## src/rtl/alu_pkg.sv

```systemverilog
// alu_pkg: shared types, op-code constants and overflow helpers for the RV32I execute datapath.
`default_nettype none

package alu_pkg;

   localparam int XLEN = 32;

   typedef enum logic [3:0] {
      IT_R      = 4'd0,
      IT_I      = 4'd1,
      IT_LOAD   = 4'd2,
      IT_STORE  = 4'd3,
      IT_BRANCH = 4'd4,
      IT_JALR   = 4'd5,
      IT_JAL    = 4'd6,
      IT_AUIPC  = 4'd7,
      IT_LUI    = 4'd8
   } input_type_e;

   // R-type codes; I-type codes are remapped onto these in the top.
   localparam logic [3:0] R_ADD  = 4'd0;
   localparam logic [3:0] R_SUB  = 4'd1;
   localparam logic [3:0] R_SLL  = 4'd2;
   localparam logic [3:0] R_SLT  = 4'd3;
   localparam logic [3:0] R_SLTU = 4'd4;
   localparam logic [3:0] R_XOR  = 4'd5;
   localparam logic [3:0] R_SRL  = 4'd6;
   localparam logic [3:0] R_SRA  = 4'd7;
   localparam logic [3:0] R_OR   = 4'd8;
   localparam logic [3:0] R_AND  = 4'd9;
   localparam logic [3:0] R_NONE = 4'd15;

   localparam logic [3:0] I_ADDI  = 4'd0;
   localparam logic [3:0] I_ANDI  = 4'd8;

   localparam logic [3:0] LD_LB  = 4'd0;
   localparam logic [3:0] LD_LH  = 4'd1;
   localparam logic [3:0] LD_LW  = 4'd2;
   localparam logic [3:0] LD_LBU = 4'd3;
   localparam logic [3:0] LD_LHU = 4'd4;

   localparam logic [3:0] ST_SB = 4'd0;
   localparam logic [3:0] ST_SH = 4'd1;
   localparam logic [3:0] ST_SW = 4'd2;

   localparam logic [3:0] BR_BEQ  = 4'd0;
   localparam logic [3:0] BR_BNE  = 4'd1;
   localparam logic [3:0] BR_BLT  = 4'd4;
   localparam logic [3:0] BR_BGE  = 4'd6;
   localparam logic [3:0] BR_BLTU = 4'd7;
   localparam logic [3:0] BR_BGEU = 4'd8;

   function automatic logic add_ovf(input logic [XLEN-1:0] a, input logic [XLEN-1:0] b,
                                    input logic [XLEN-1:0] s);
      return (a[XLEN-1] == b[XLEN-1]) && (s[XLEN-1] != a[XLEN-1]);
   endfunction

   function automatic logic sub_ovf(input logic [XLEN-1:0] a, input logic [XLEN-1:0] b,
                                    input logic [XLEN-1:0] d);
      return (a[XLEN-1] != b[XLEN-1]) && (d[XLEN-1] != a[XLEN-1]);
   endfunction

endpackage

`default_nettype wire

```

## src/rtl/alu_mem_lane.sv

```systemverilog
// alu_mem_lane: load byte/halfword extraction with extension, store lane shifting and byte mask.
`default_nettype none

module alu_mem_lane
   import alu_pkg::*;
(
   input  logic [1:0]      addr,
   input  logic [3:0]      op,
   input  logic [XLEN-1:0] rdata,
   input  logic [XLEN-1:0] wsrc,
   output logic [XLEN-1:0] load_data,
   output logic            load_ok,
   output logic [XLEN-1:0] store_data,
   output logic [3:0]      store_mask,
   output logic            store_ok
);

   logic [7:0]  byte_sel;
   logic [15:0] half_sel;

   always_comb begin
      case (addr)
         2'd0:    byte_sel = rdata[7:0];
         2'd1:    byte_sel = rdata[15:8];
         2'd2:    byte_sel = rdata[23:16];
         default: byte_sel = rdata[31:24];
      endcase
      half_sel = addr[1] ? rdata[31:16] : rdata[15:0];
   end

   always_comb begin
      load_ok   = 1'b1;
      load_data = '0;
      case (op)
         LD_LB:   load_data = {{24{byte_sel[7]}}, byte_sel};
         LD_LH:   load_data = {{16{half_sel[15]}}, half_sel};
         LD_LW:   load_data = rdata;
         LD_LBU:  load_data = {24'd0, byte_sel};
         LD_LHU:  load_data = {16'd0, half_sel};
         default: load_ok   = 1'b0;
      endcase
   end

   always_comb begin
      store_ok   = 1'b1;
      store_data = '0;
      store_mask = 4'b0000;
      case (op)
         ST_SB: begin
            store_data = {24'd0, wsrc[7:0]} << {addr, 3'b000};
            store_mask = 4'b0001 << addr;
         end
         ST_SH: begin
            store_data = addr[1] ? {wsrc[15:0], 16'd0} : {16'd0, wsrc[15:0]};
            store_mask = addr[1] ? 4'b1100 : 4'b0011;
         end
         ST_SW: begin
            store_data = wsrc;
            store_mask = 4'b1111;
         end
         default: store_ok = 1'b0;
      endcase
   end

endmodule

`default_nettype wire

```

## src/rtl/alu.sv

```systemverilog
// alu: single-cycle RV32I execute/memory datapath with registered zero/negative/overflow flags.
// Optional macro ALU_MISALIGN_TRAP_EN adds a 'misaligned' output that suppresses all valids.
`default_nettype none

module alu
   import alu_pkg::*;
(
   input  logic            clk,
   input  logic            reset,
   input  logic [XLEN-1:0] read_data1,
   input  logic [XLEN-1:0] read_data2,
   input  logic [XLEN-1:0] imm,
   input  logic [3:0]      alu_control,
   input  logic [3:0]      input_type,
   input  logic [XLEN-1:0] data_read,
   input  logic [XLEN-1:0] instruction_addr,
   output logic [XLEN-1:0] reg_write_data,
   output logic [XLEN-1:0] data_write,
   output logic [3:0]      data_write_byte,
   output logic [XLEN-1:0] data_addr,
   output logic            zero_flag,
   output logic            negative_flag,
   output logic            overflow_flag,
   output logic            data_read_valid,
   output logic            data_write_valid,
   output logic            register_write_valid
`ifdef ALU_MISALIGN_TRAP_EN
   ,
   output logic            misaligned
`endif
);

   input_type_e     cls;
   logic [XLEN-1:0] op2, sum, diff, arith, mem_addr, pc_plus4, pc_plus_imm;
   logic [XLEN-1:0] load_data, store_data;
   logic [4:0]      shamt;
   logic [3:0]      op, store_mask;
   logic            arith_ok, arith_ovf, taken, load_ok, store_ok, blocked;
   logic            rd_raw, wr_raw, rw_raw;
   logic            flags_upd, zero_next, neg_next, ovf_next;

   assign cls         = input_type_e'(input_type);
   assign op2         = (cls == IT_I) ? imm : read_data2;
   assign sum         = read_data1 + op2;
   assign diff        = read_data1 - op2;
   assign shamt       = op2[4:0];
   assign mem_addr    = read_data1 + imm;
   assign pc_plus4    = instruction_addr + 32'd4;
   assign pc_plus_imm = instruction_addr + imm;

   // I-type codes 1..8 line up with R-type codes 2..9 (I has no SUB slot).
   always_comb begin
      op = R_NONE;
      if (cls == IT_R) begin
         op = alu_control;
      end else if (cls == IT_I) begin
         if (alu_control == I_ADDI)
            op = R_ADD;
         else if (alu_control <= I_ANDI)
            op = alu_control + 4'd1;
      end
   end

   always_comb begin
      arith     = '0;
      arith_ok  = 1'b1;
      arith_ovf = 1'b0;
      case (op)
         R_ADD: begin
            arith     = sum;
            arith_ovf = add_ovf(read_data1, op2, sum);
         end
         R_SUB: begin
            arith     = diff;
            arith_ovf = sub_ovf(read_data1, op2, diff);
         end
         R_SLL:   arith = read_data1 << shamt;
         R_SLT:   arith = {31'd0, $signed(read_data1) < $signed(op2)};
         R_SLTU:  arith = {31'd0, read_data1 < op2};
         R_XOR:   arith = read_data1 ^ op2;
         R_SRL:   arith = read_data1 >> shamt;
         R_SRA:   arith = $signed(read_data1) >>> shamt;
         R_OR:    arith = read_data1 | op2;
         R_AND:   arith = read_data1 & op2;
         default: arith_ok = 1'b0;
      endcase
   end

   always_comb begin
      case (alu_control)
         BR_BEQ:  taken = (diff == '0);
         BR_BNE:  taken = (diff != '0);
         BR_BLT:  taken = $signed(read_data1) <  $signed(op2);
         BR_BGE:  taken = $signed(read_data1) >= $signed(op2);
         BR_BLTU: taken = read_data1 <  op2;
         BR_BGEU: taken = read_data1 >= op2;
         default: taken = 1'b0;
      endcase
   end

   alu_mem_lane u_mem_lane (
      .addr       (mem_addr[1:0]),
      .op         (alu_control),
      .rdata      (data_read),
      .wsrc       (read_data2),
      .load_data  (load_data),
      .load_ok    (load_ok),
      .store_data (store_data),
      .store_mask (store_mask),
      .store_ok   (store_ok)
   );

   always_comb begin
      reg_write_data  = '0;
      data_write      = '0;
      data_write_byte = 4'b0000;
      data_addr       = '0;
      rd_raw          = 1'b0;
      wr_raw          = 1'b0;
      rw_raw          = 1'b0;
      case (cls)
         IT_R, IT_I: begin
            reg_write_data = arith;
            rw_raw         = arith_ok;
         end
         IT_LOAD: begin
            data_addr      = mem_addr;
            reg_write_data = load_data;
            rd_raw         = load_ok;
            rw_raw         = load_ok;
         end
         IT_STORE: begin
            data_addr       = mem_addr;
            data_write      = store_data;
            data_write_byte = store_mask;
            wr_raw          = store_ok;
         end
         IT_BRANCH: reg_write_data = taken ? pc_plus_imm : pc_plus4;
         IT_JALR, IT_JAL: begin
            reg_write_data = pc_plus4;
            rw_raw         = 1'b1;
         end
         IT_AUIPC: begin
            reg_write_data = pc_plus_imm;
            rw_raw         = 1'b1;
         end
         IT_LUI: begin
            reg_write_data = imm;
            rw_raw         = 1'b1;
         end
         default: ;
      endcase
   end

`ifdef ALU_MISALIGN_TRAP_EN
   always_comb begin
      misaligned = 1'b0;
      if (cls == IT_LOAD) begin
         if ((alu_control == LD_LH || alu_control == LD_LHU) && mem_addr[0])
            misaligned = 1'b1;
         if (alu_control == LD_LW && mem_addr[1:0] != 2'b00)
            misaligned = 1'b1;
      end else if (cls == IT_STORE) begin
         if (alu_control == ST_SH && mem_addr[0])
            misaligned = 1'b1;
         if (alu_control == ST_SW && mem_addr[1:0] != 2'b00)
            misaligned = 1'b1;
      end
   end
   assign blocked = misaligned;
`else
   assign blocked = 1'b0;
`endif

   assign data_read_valid      = rd_raw & ~reset & ~blocked;
   assign data_write_valid     = wr_raw & ~reset & ~blocked;
   assign register_write_valid = rw_raw & ~reset & ~blocked;

   // Branch flags come from rs1-rs2, which is 'diff' because op2 is rs2 outside I-type.
   always_comb begin
      flags_upd = 1'b0;
      zero_next = 1'b0;
      neg_next  = 1'b0;
      ovf_next  = 1'b0;
      case (cls)
         IT_R, IT_I: begin
            flags_upd = 1'b1;
            zero_next = (arith == '0);
            neg_next  = arith[XLEN-1];
            ovf_next  = arith_ovf;
         end
         IT_BRANCH: begin
            flags_upd = 1'b1;
            zero_next = (diff == '0);
            neg_next  = diff[XLEN-1];
            ovf_next  = sub_ovf(read_data1, op2, diff);
         end
         default: ;
      endcase
   end

   always_ff @(posedge clk or posedge reset) begin
      if (reset) begin
         zero_flag     <= 1'b0;
         negative_flag <= 1'b0;
         overflow_flag <= 1'b0;
      end else if (flags_upd) begin
         zero_flag     <= zero_next;
         negative_flag <= neg_next;
         overflow_flag <= ovf_next;
      end
   end

endmodule

`default_nettype wire

```

## config.mk

```make
export PLATFORM = sky130hd
export DESIGN_NAME = alu
export DESIGN_NICKNAME = d
export VERILOG_FILES = /design/src/rtl/alu_pkg.sv /design/src/rtl/alu_mem_lane.sv /design/src/rtl/alu.sv
export SDC_FILE = /design/constraint.sdc
export NUM_CORES = 1
export LEC_CHECK = 0
export ABC_AREA = 1
export BUFFER_PORTS_ARGS = -buffer_cell sky130_fd_sc_hd__buf_2
export CORE_ASPECT_RATIO = 1.2
export CORE_MARGIN = 1.5
export CORE_UTILIZATION = 35
export DETAILED_ROUTE_END_ITERATION = 16
export HOLD_SLACK_MARGIN = 0.12
export PLACE_DENSITY = 0.57
export SKIP_CTS_REPAIR_TIMING = 1
export SLEW_MARGIN = 40
export SYNTH_ARGS = -nofsm -noshare
export SYNTH_HDL_FRONTEND = slang
export SYNTH_SLANG_ARGS = --single-unit
```

## constraint.sdc

```tcl
create_clock -name clk -period 3.39 [get_ports clk]
set_input_delay 0 -clock clk [delete_from_list [all_inputs] [get_ports clk]]
set_output_delay 0 -clock clk [all_outputs]
set_load 0.02 [all_outputs]
```

# [Word level (Yosys, flattened, before mapping)]
# Index checks and enable logic that the tools add are counted.
[op_classes] mul=0 order_cmp=5 reduce_logical=17 n_eq_ne=30 addsub=6 mux=30 n_bitwise=7 shifts=5 n_div=0
[op_table] op="case mux 32 bit (10 select lines)" count=1
[op_table] op="case mux 32 bit (6 select lines)" count=1
[op_table] op="two-way mux 32 bit" count=5
[op_table] op="case mux 32 bit (5 select lines)" count=1
[op_table] op="adder 32 bit" count=3
[op_table] op="case mux 32 bit (3 select lines)" count=1
[op_table] op=">= comparator 32 bit" count=2
[op_table] op="zero test 32 bit" count=2
[op_table] op="less-than comparator 32 bit" count=2
[op_table] op="equality test 4 x 3 -> 1 bit, second input constant" count=11
[op_table] op="adder 32 x 3 -> 32 bit, second input constant" count=1
[op_table] op="bitwise AND 32 bit" count=1
[op_table] op="bitwise OR 32 bit" count=1
[op_table] op="nonzero test 32 bit" count=1
[op_table] op="left shift 32 x 5 -> 32 bit" count=1
[op_table] op="left shift 8 x 5 -> 32 bit" count=1
[op_table] op="right shift 32 x 5 -> 32 bit" count=1
[op_table] op=">>> shifter 32 x 5 -> 32 bit" count=1
[op_table] op="subtractor 32 bit" count=1
[op_table] op="XOR 32 bit" count=1
[op_table] op="equality test 4 x 2 -> 1 bit, second input constant" count=6
[op_table] op="two-way mux 4 bit" count=6
[op_table] op="case mux 8 bit (3 select lines)" count=1
[op_table] op="equality test 4 bit, second input constant" count=4
[op_table] op="24 further kinds" count=44
[word_totals] word_cells=103 in_bits=170 regBits=3 memories=0 ramBits=0 out_inout_bits=106 latch_bits=0 rom_bits=0

# [Longest topological paths before layout]
[logic_depth] ltp_word=10 ltp_mapped=31 depth_no_buf=28

# [Cells and area by module]
# From an unflattened synthesis, not the netlist that was laid out.
[hier_totals] cells_unflattened=3581 hier_area_um2=18004.8
[modules_own_cells] module="alu" instances=1 cells_per_inst=3207 area_per_inst_um2=16204.3 seq_area_each_um2=75.1
[modules_own_cells] module="alu_mem_lane" instances=1 cells_per_inst=374 area_per_inst_um2=1800.5 seq_area_each_um2=0.0

# [Worst setup path after synthesis]
# Ideal clock, no wire load.
[synth_path] kind="input -> output" from="input input_type[3]" to="output reg_write_data[15]" arrival_ps=3553 required_ps=3390 stages=25 setup_slack_ps=-163 cell_sequence="nor2_4 > nand2_4 > buf_6 > clkbuf_1 > o21ai_0 > inv_1 > ha_1 > clkbuf_1 > nor2_1 > a21boi_0 > o21bai_1 > a21boi_0 > nand2_1 > nand2_1 > nand2_1 > nor2_1 > nand3_1 > nor2_4 > nand3_1 > nand2_2 > nand3_4 > buf_6 > nand2_1 > nand3_1 > nand2_1"
[synth_between] elab_chain_cells=7
[synth_lines] item="start: declaration" line_no="alu.sv:14" source="input logic [3:0] input_type,"
[synth_lines] item="equality test 4 x 1 -> 1 bit" line_no="alu.sv:43, alu.sv:56, alu.sv:121"
[synth_lines] item="two-way mux 32 bit" line_no="alu.sv:43" source="assign op2 = (cls == IT_I) ? imm : read_data2;"
[synth_lines] item="subtractor 32 bit" line_no="alu.sv:45" source="assign diff = read_data1 - op2;"
[synth_lines] item="nonzero test 32 bit / zero test 32 bit (equally long branches)" line_no="alu.sv:92, alu.sv:91"
[synth_lines] item="case mux 1 bit (6 select lines)" line_no="alu.sv:90" source="case (alu_control)"
[synth_lines] item="two-way mux 32 bit" line_no="alu.sv:138" source="IT_BRANCH: reg_write_data = taken ? pc_plus_imm : pc_plus4;"
[synth_lines] item="case mux 32 bit (6 select lines) *" line_no="alu.sv:121" source="case (cls)"
[synth_lines] item="end: declaration" line_no="alu.sv:17" source="output logic [XLEN-1:0] reg_write_data,"
# Every way passes the cells marked *; elsewhere a longest branch is shown, timed or not.

# [Final worst setup path]
[layout_path] from="input input_type[1]" to="output reg_write_data[15]"
# Same word-level chain as after synthesis.

==> run_results.csv <==
group,metric,value,unit
place,place_ws,-970,ps
floorplan,io_pins,276,
final_layout,final_cell_mix,"nand2_1 (846), buf_4 (686), inv_1 (405)",
final_layout,utilization,55.9,%
sta,max-slew-margin-rel,35.7,%
yosys,ys_warn_count,0,
place,placed_cells,4853,
clock_network,cts.path.max_buffers,2,
critical_path,required,3390,ps
sta,fin_ws,-547,ps
sta,fin_skew,0,ps
yosys,async_reset_ff_share,100,%
floorplan,fp.dieArea,50500,um^2
yosys,ys_types,61,
status,violations,"setup timing",
route,drt-total-wl,126000,um
sta,maxSlewViolCount,0,
final_layout,area_delta_synth_final,57.0,%
final_layout,final_common_cell,"nand2_1",
global_route,grt_pass1_wl,172000,um
critical_path,crit_path_end_kind,"output port",
yosys,syn_area_per_cell,5.06,um^2
floorplan,initial_core_util,35.6,%
sta,max_freq,254,MHz
place,dp_hpwl,103000,um
global_route,track_usage,47.0,%
place,io_buffers,275,
final_layout,layout-drive-gt1-share,33.3,%
sta,post-route-period-util,116,%
critical_path,worstPathMaxFanout,6,
clock_network,cts-root-buf,"clkbuf_16",
global_route,grt_overflow,0,
route,dr.pass1.iters,7,
final_layout,final_cells,4948,
yosys,ys.flop_type,"dfrtp_1",
flow_run,cap_violations,0,
clock_network,numClockSinks,3,
sta,setup_violations,34,
floorplan,die_h,246,um
critical_path,cp.arrival,3940,ps
route,vias_per_cell,5.82,
yosys,synth_edf_count,0,
power_and_ir_drop,power_density,199,nW/um^2
route,first_iter_violations,3334,
final_layout,n_fill_cell,5131,
sta,hold_viol_final,0,
sta,rsz0062_at_grt,"true",
clock_network,cts_made_buffers,3,
yosys,syn_nets,3751,
worst_hold_path,hold_path.class,"input port to asynchronous set/reset pin",
power_and_ir_drop,p_leak,0.0145,uW
global_route,grt_max_degree,49,
route,ant_nets,0,
yosys,ys_seq_area_share,0.436,%
sta,hold_ws,300,ps
global_route,grt_pass1_vias,26100,
route,post_drt_wl_per_cell,25.4,um
route,dr_total_vias,28800,
power_and_ir_drop,ir_worst_vdd,0.129,mV
final_layout,final_nets,4644,
global_route,antenna_found_initial,27,
floorplan,die_x,205,um
floorplan,core,48300,um^2
clock_network,clk_latency,230,ps
critical_path,crit_type,"input port to output port",
clock_network,cts_tree,"built",
critical_path,start_kind,"input port",
route,drc,0,
yosys,netlist_area,17200,um^2
sta,fin_crit,3940,ps
yosys,ys_ff_latch,3,
clock_network,clk_pin_slew,30,ps
clock_network,htree_num_levels,1,
sta,fin_tns_setup,-14160,ps
yosys,netlist_instances,3405,
floorplan,rows,88,
place,gp_congestion,1.18,
status,status,"complete, but fails checks",
sta,tightest_slew,958,ps
## state kept, by name, summed over array words and instances (netlist names)
register and flops:
negative_flag 1, overflow_flag 1, zero_flag 1
## critical path: stages
cell,delay (ps)
buf_4,130
nor2_8,190
buf_12,150
nand2_8,80
buf_12,130
o21ai_4,240
inv_1,100
ha_2,400
buf_4,150
nand2_1,110
nor2_1,190
inv_1,70
o21ai_0,270
inv_1,100
nand2_1,100
a21oi_1,70
nor2_1,210
nand4_1,320
buf_4,270
nor4_1,240
buf_4,180
nand2_1,50
buf_2,160
## metal layers
metal | global-route usage [%] | wire, um | vias up
li1 | - | - | 13100
met3 | 14.4 | 14600 | 664
met1 | 51.4 | 43200 | 13000
met2 | 73.0 | 52900 | 1963
met4 | 41.7 | 14800 | 10
met5 | 0.496 | 64 | -
## stage by stage
stage          total power [uW]  cell area (um^2)
2_1_floorplan              2180             17200
3_3_place_gp               4360             24100
3_5_place_dp               4340             24100
4_1_cts                    4560             24200
5_1_grt                    5680             27000
6_report                   5390             27000
## cells in the mapped netlist (all sizes together) (14+ instances only)
cell type | n | area share (%)
a21boi | 16 | 0.70
a21oi | 223 | 6.5
a221oi | 15 | 0.76
a22oi | 21 | 0.92
a31oi | 18 | 0.65
buf | 51 | 1.6
clkbuf | 83 | 1.8
ha | 173 | 13
inv | 452 | 9.9
nand2 | 946 | 21
nand3 | 361 | 11
nand4 | 70 | 2.6
nor2 | 418 | 9.4
nor3 | 50 | 1.5
nor4 | 15 | 0.54
o211ai | 30 | 1.3
o21a | 14 | 0.61
o21ai | 251 | 7.4
o21bai | 16 | 0.70
o221ai | 16 | 0.81
o22ai | 19 | 0.69
or2 | 14 | 0.51
xnor2 | 19 | 0.97
xor2 | 46 | 2.4
## kinds of logic (layout without fill, tap and decap cells)
group | after synthesis | in the layout | share of synthesized area [%]
xor+xnor | 65 | 65 | 3.35
flops | 3 | 3 | 0.436
buf+inv | 590 | 1480 | 13.3
mux | 2 | 2 | 0.116
compound gates | 679 | 679 | 23.0
fa+ha+maj | 176 | 176 | 12.9
simple gates | 1890 | 1892 | 46.9
other cells | 0 | 21 | 0
## worst paths after layout
path                                start                  to  slack (ps)  cells after the start
min in group clk           read_data2[28]      data_write[28]         430                      4
hold / removal                      reset       negative_flag         300                      3
setup / recovery            input_type[1]  reg_write_data[15]        -550                     23
setup reg to reg            negative_flag       negative_flag        2520                      1
max in group asynchronous           reset           zero_flag        2910                      3
hold reg to reg             negative_flag       negative_flag         600                      1
## area by class of cell
cell class | count | area (um^2) | share of cell area, %
inverter | 456 | 1720 | 6.37
clock buffer | 4 | 78.8 | 0.292
sequential | 3 | 75.1 | 0.278
antenna | 21 | 52.6 | 0.194
multi-input combinational | 2814 | 16700 | 61.7
tap | 630 | 788 | 2.92
timing repair buffer | 1020 | 7650 | 28.3
## where the power goes
part	internal [uW]	switching (uW)
clock	156	39.5
sequential	41.9	7.27
combinational	2030	3110
total	2230	3160
Note: power is estimated with default switching activity, not from simulation.
